--- src/rtl/r22sdf_twiddle_mult.sv ---
`default_nettype none
// ============================================================================
// Module   : r22sdf_twiddle_mult
// Purpose  : R2^2SDF inter-stage twiddle multiplier with a 4-stage pipeline.
//            Optional macro R22SDF_TWIDDLE_ROUND_EN selects round-half-up
//            scaling; when it is not defined, scaling truncates.
// Revision : 1.0 - initial release
// ============================================================================
module r22sdf_twiddle_mult #(
   parameter int DIN_WIDTH     = 17,
   parameter int TWIDDLE_WIDTH = 16,
   parameter int FFT_SIZE      = 64
) (
   input  logic                        clk,
   input  logic                        rst,
   input  logic signed [DIN_WIDTH-1:0] din_re,
   input  logic signed [DIN_WIDTH-1:0] din_im,
   input  logic                        din_valid,
   input  logic                        sync_in,
   output logic signed [DIN_WIDTH:0]   dout_re,
   output logic signed [DIN_WIDTH:0]   dout_im,
   output logic                        dout_valid,
   output logic                        dout_sync
);

   localparam int  CW        = $clog2(FFT_SIZE);
   localparam int  ROM_DEPTH = 3 * FFT_SIZE / 4;
   localparam int  PW        = DIN_WIDTH + TWIDDLE_WIDTH;
   localparam int  SW        = PW + 1;
   localparam int  OW        = DIN_WIDTH + 1;
   localparam int  SHIFT     = TWIDDLE_WIDTH - 1;
   localparam real PI        = 3.14159265358979323846;

   // Elaboration-time cos/-sin in Q1.(TWIDDLE_WIDTH-1), via range-reduced Taylor series.
   function automatic int tw_value(input int idx, input bit imag);
      real theta;
      real x2;
      real term;
      real acc;
      real full;
      real scaled;
      int  r;
      theta = 2.0 * PI * real'(idx) / real'(FFT_SIZE);
      if (theta > PI) theta = theta - 2.0 * PI;
      x2 = theta * theta;
      if (imag) begin
         term = theta;
         acc  = theta;
         for (int k = 1; k < 24; k++) begin
            term = -term * x2 / real'((2 * k) * (2 * k + 1));
            acc  = acc + term;
         end
         acc = -acc;
      end else begin
         term = 1.0;
         acc  = 1.0;
         for (int k = 1; k < 24; k++) begin
            term = -term * x2 / real'((2 * k - 1) * (2 * k));
            acc  = acc + term;
         end
      end
      full = 1.0;
      for (int k = 0; k < SHIFT; k++) full = full * 2.0;
      scaled = acc * full;
      if (scaled >= 0.0) r = $rtoi(scaled + 0.5);
      else               r = -$rtoi(0.5 - scaled);
      if (r > (2 ** SHIFT) - 1) r = (2 ** SHIFT) - 1;
      return r;
   endfunction

   logic signed [TWIDDLE_WIDTH-1:0] rom_re [ROM_DEPTH];
   logic signed [TWIDDLE_WIDTH-1:0] rom_im [ROM_DEPTH];

   for (genvar i = 0; i < ROM_DEPTH; i++) begin : g_rom
      localparam int RE_V = tw_value(i, 1'b0);
      localparam int IM_V = tw_value(i, 1'b1);
      assign rom_re[i] = TWIDDLE_WIDTH'(RE_V);
      assign rom_im[i] = TWIDDLE_WIDTH'(IM_V);
   end

   logic [CW-1:0] cnt;
   logic [CW-1:0] n_cur;
   logic [1:0]    quad;
   logic [CW-1:0] m_ext;
   logic [CW-1:0] expo;

   // Sync forces this sample to index 0, so the ROM address never waits on the counter.
   always_comb begin
      n_cur = sync_in ? '0 : cnt;
      quad  = n_cur[CW-1 -: 2];
      m_ext = {2'b00, n_cur[CW-3:0]};
      case (quad)
         2'd0:    expo = '0;
         2'd1:    expo = m_ext << 1;
         2'd2:    expo = m_ext;
         default: expo = m_ext + (m_ext << 1);
      endcase
   end

   always_ff @(posedge clk) begin
      if (rst) begin
         cnt <= '0;
      end else if (din_valid) begin
         if (sync_in)                       cnt <= CW'(1);
         else if (cnt == CW'(FFT_SIZE - 1)) cnt <= '0;
         else                               cnt <= cnt + CW'(1);
      end
   end

   logic                        v1, v2, v3;
   logic                        sy1, sy2, sy3;
   logic signed [DIN_WIDTH-1:0] a1, b1;
   logic signed [TWIDDLE_WIDTH-1:0] c1, d1;
   logic signed [PW-1:0]        p_ac, p_bd, p_ad, p_bc;
   logic signed [SW-1:0]        s_re, s_im;
   logic signed [SW-1:0]        r_re, r_im;

   always_ff @(posedge clk) begin
      if (rst) begin
         v1  <= 1'b0;
         v2  <= 1'b0;
         v3  <= 1'b0;
         sy1 <= 1'b0;
         sy2 <= 1'b0;
         sy3 <= 1'b0;
      end else begin
         v1  <= din_valid;
         v2  <= v1;
         v3  <= v2;
         sy1 <= din_valid & sync_in;
         sy2 <= sy1;
         sy3 <= sy2;
      end
   end

   always_ff @(posedge clk) begin
      a1   <= din_re;
      b1   <= din_im;
      c1   <= rom_re[expo];
      d1   <= rom_im[expo];
      p_ac <= PW'(a1) * PW'(c1);
      p_bd <= PW'(b1) * PW'(d1);
      p_ad <= PW'(a1) * PW'(d1);
      p_bc <= PW'(b1) * PW'(c1);
      s_re <= SW'(p_ac) - SW'(p_bd);
      s_im <= SW'(p_ad) + SW'(p_bc);
   end

`ifdef R22SDF_TWIDDLE_ROUND_EN
   localparam logic signed [SW-1:0] RND = SW'(64'sd1 <<< (SHIFT - 1));
   always_comb begin
      r_re = s_re + RND;
      r_im = s_im + RND;
   end
`else
   always_comb begin
      r_re = s_re;
      r_im = s_im;
   end
`endif

   // Output data holds between valid samples; the result always fits OW bits.
   always_ff @(posedge clk) begin
      if (rst) begin
         dout_re    <= '0;
         dout_im    <= '0;
         dout_valid <= 1'b0;
         dout_sync  <= 1'b0;
      end else begin
         dout_valid <= v3;
         dout_sync  <= sy3;
         if (v3) begin
            dout_re <= OW'(r_re >>> SHIFT);
            dout_im <= OW'(r_im >>> SHIFT);
         end
      end
   end

endmodule
`default_nettype wire
--- config.mk ---
export PLATFORM = sky130hd
export DESIGN_NAME = r22sdf_twiddle_mult
export DESIGN_NICKNAME = d
export VERILOG_FILES = /design/src/rtl/r22sdf_twiddle_mult.sv
export SDC_FILE = /design/constraint.sdc
export NUM_CORES = 2
export LEC_CHECK = 0
export CORE_ASPECT_RATIO = 1.4
export CORE_MARGIN = 3
export CORE_UTILIZATION = 55
export CTS_BUF_LIST = sky130_fd_sc_hd__clkbuf_8
export CTS_CLUSTER_SIZE = 16
export DETAILED_ROUTE_END_ITERATION = 7
export GPL_TIMING_DRIVEN = 1
export PLACE_DENSITY = 0.71
export REMOVE_ABC_BUFFERS = 1
export SKIP_CTS_REPAIR_TIMING = 1
export SLEW_MARGIN = 10
export SYNTH_ARGS = -nofsm -noshare
export SYNTH_HDL_FRONTEND = slang
export SYNTH_SLANG_ARGS = --single-unit
export TNS_END_PERCENT = 20
--- constraint.sdc ---
create_clock -name clk -period 7.8 [get_ports clk]
set_input_delay 2.34 -clock clk [delete_from_list [all_inputs] [get_ports clk]]
set_output_delay 2.34 -clock clk [all_outputs]
set_load 0.01 [all_outputs]
==> out/metrics.yaml <==
final_cell_mix: "inv_1 (1244), fa_1 (1105), nand2_1 (629)"
avgRoutedWirePerCell_um: 18.4
p_per_area_mw_per_mm2: 453
cts_buffer_depth: 3
p_int_mw: 12.5
synth-edff-count: 0
clock_skew_ps: 47.8
synth_compound_area_frac: 0.0677
syn_avg_cell_area_sq_um: 9.25
core_area_sq_mm: 0.0930
cpLargestDelayFamily: "adder cells"
drive_gt1_frac: 0.0466
multiInputGateArea_sq_mm: 0.0405
cp-start-kind: "flip-flop"
yosys.area_share.simple: 0.147
dpl.hpwl_um: 99800
crit_top_cell: "fa_1"
drc: 0
cp_max_fo: 19
hold_slack_ps: 438
max_freq_ghz: 0.139
critPathKind: "reg -> reg"
ant_nets: 0
cp_data_required_time_ps: 8360
via_per_inst: 5.44
r2r_setup_slack_ps: 630
seq_area_sq_mm: 0.00569
dr.pass1.iters: 5
cts-htree-levels: 2
final_common_cell: "inv_1"
crit_chain: "nand2_1 -> inv_1 -> fa_1 -> fa_1 -> fa_1 -> fa_1 -> fa_1 -> inv_1 -> fa_1 -> inv_1 -> ha_1 -> nand4_1 -> nor2_1 -> nand3_1 -> o221ai_1 -> nor2b_1 -> a21oi_1 -> a31oi_1 -> mux2i_1 -> nor4b_1"
async_reset_ff_frac: 0
drt_iter0_drc: 2064
ys_types: 94
power_frac_seq: 0.092
grt.total_usage: 0.271
finalSetupViolCount: 0
cts_tree: "yes"
worstSkewPairLatency_ps: 700
power.switching_mw: 12.6
cp_slowest_cell: "dfxtp_1"
slew_viol_final: 0
fillers: 8047
grt_setup_unrepaired: "no"
yosysWarnings: 0
place_congestion: 0.927
p_total_mw: 25.1
grt_pass1_vias: 40700
clkPwrFrac: 0.073
hold_path.class: "reg -> reg"
synth_top_family_by_area: "adder cells"
min_period_ps: 7170
clk_pin_slew_ps: 70
seq_area_frac_synth: 0.110
ys_seq_elements: 284
max_stage_delay_ps: 1010
synthCells: 5600
grt_overflow: 0
pre_cts_ws_ps: 726
synth-adder-area-share: 0.527
ios: 76
worstPathArrival_ps: 7730
clock_sinks: 284
run_status: "complete, no violations"
grt_max_degree: 50
nNetsFinal: 7158
root_buffer: "clkbuf_8"
setup_tns_ps: 0
die_w_um: 265
worst-slew-pin-transition_ps: 1160
grt_pass1_wl_um: 209000
die_area_sq_mm: 0.0979
synth_mux_area_frac: 0.0107
syn_area_sq_mm: 0.0518
max_slew_margin: 0.223
cap_viol_max_count: 0
irDropWorstVdd_uv: 1030
critPathCaptureType: "flip-flop"
hold_viol_final: 0
worst_slack_ps: 631
synth_xor_area_frac: 0.0294
totalWireLength_um: 126000
start_util: 0.557
leakagePower_nw: 28.1
die_y_um: 369
vias: 37300
io_buffer_count: 75
fin_crit_sh: 0.919
cts_buffers: 54
area_growth_syn_to_layout_pct: 6.89
synth_top_flop_cell: "dfxtp_1"
rows: 132
antenna_found_initial: 2
combPwrFrac: 0.835
path_buf_inv: 3
p_sw_frac: 0.502
-- state kept, by name, summed over array words and instances, names as in the netlist, 6 cells and up --
signal,flops
a1,17
b1,17
c1,16
cnt,6
d1,16
dout_im,18
dout_re,18
p_ac,33
p_ad,33
p_bc,33
p_bd,33
r_im,18
r_re,18
-- worst paths after layout --
path / startpoint / endpoint / cells after the start
max reg2reg: c1[1] / p_bc[32] / 20
min: v2 / v3 / 1
max: c1[1] / p_bc[32] / 20
min reg2reg: v2 / v3 / 1
-- cell families after synthesis --
logic type | Yosys count
xor gates and xnor gates | 174
DFF | 284
buffers and inverters | 1488
adders and majority gates | 1519
muxes | 51
AOI/OAI and AO/OA | 533
and+or+nand+nor | 1551
-- worst reg2reg max path: stages, from the launching register on --
cell	delay [ps]
dfxtp_1	1010
nand2_1	240
inv_1	190
fa_1	540
fa_1	920
fa_1	540
fa_1	510
fa_1	490
inv_1	40
fa_1	470
inv_1	40
ha_1	380
nand4_1	170
nor2_1	170
nand3_1	140
o221ai_1	250
nor2b_1	170
a21oi_1	90
a31oi_1	270
mux2i_1	110
nor4b_1	310
-- final cells by class --
cell class              instances  share of cell area
diodes                          2           0.0000904
flip-flops and latches        284               0.103
clock inverters                34             0.00739
inverters                    1242              0.0842
multi-input cells            3828               0.732
repair buffers                191              0.0299
well taps                    1206              0.0273
clock buffers                  66              0.0164
-- synth_stat cells (all sizes together) (17+ instances only) --
cell    instances  share of area
dfxtp         284           0.11
nand2         630          0.046
ha            414           0.10
and2          524          0.063
a31oi          19         0.0024
nor2          205          0.015
o21a           26         0.0038
a21oi         176          0.017
xnor2         137          0.023
a21o           50         0.0072
nor2b          26         0.0031
nor3           33         0.0033
o21bai         17         0.0025
o21ai         108          0.011
a211oi         28         0.0042
nand3          30         0.0029
clkbuf        224          0.016
nand2b         40         0.0048
xor2           37         0.0063
fa           1105           0.43
inv          1240          0.090
mux2i          44         0.0085
buf            22         0.0019
o211ai         25         0.0038
-- layer usage --
metal | vias to the layer above | GRT usage | share of wire
met3 | 340 | 0.0249 | 0.049
met1 | 19000 | 0.329 | 0.38
li1 | 16800 | - | -
met4 | 0 | 0.159 | 0.073
met2 | 1140 | 0.470 | 0.50
met5 | - | 0 | 0
-- power groups by stage --
stage | sequential (mW) | clock (mW) | combinational [mW]
floorplan | 2.29 | 0 | 16.5
detailed placement | 2.34 | 0 | 20.8
global route | 2.33 | 1.93 | 23.9
finish | 2.30 | 1.83 | 20.9
CTS | 2.31 | 1.89 | 21.0
global placement | 2.34 | 0 | 20.5
-- through the flow --
| step | cells | instance area (sq um) | util |
|---|---|---|---|
| 2_1_floorplan | 5354 | 50800 | - |
| 3_3_place_gp | 6751 | 54000 | 0.581 |
| 3_5_place_dp | 6751 | 54000 | 0.581 |
| 4_1_cts | 6851 | 55300 | 0.595 |
| 5_1_grt | 6852 | 55300 | 0.595 |
| 6_report | 6853 | 55300 | 0.595 |
No activity file was read; power rests on OpenSTA's default activity.
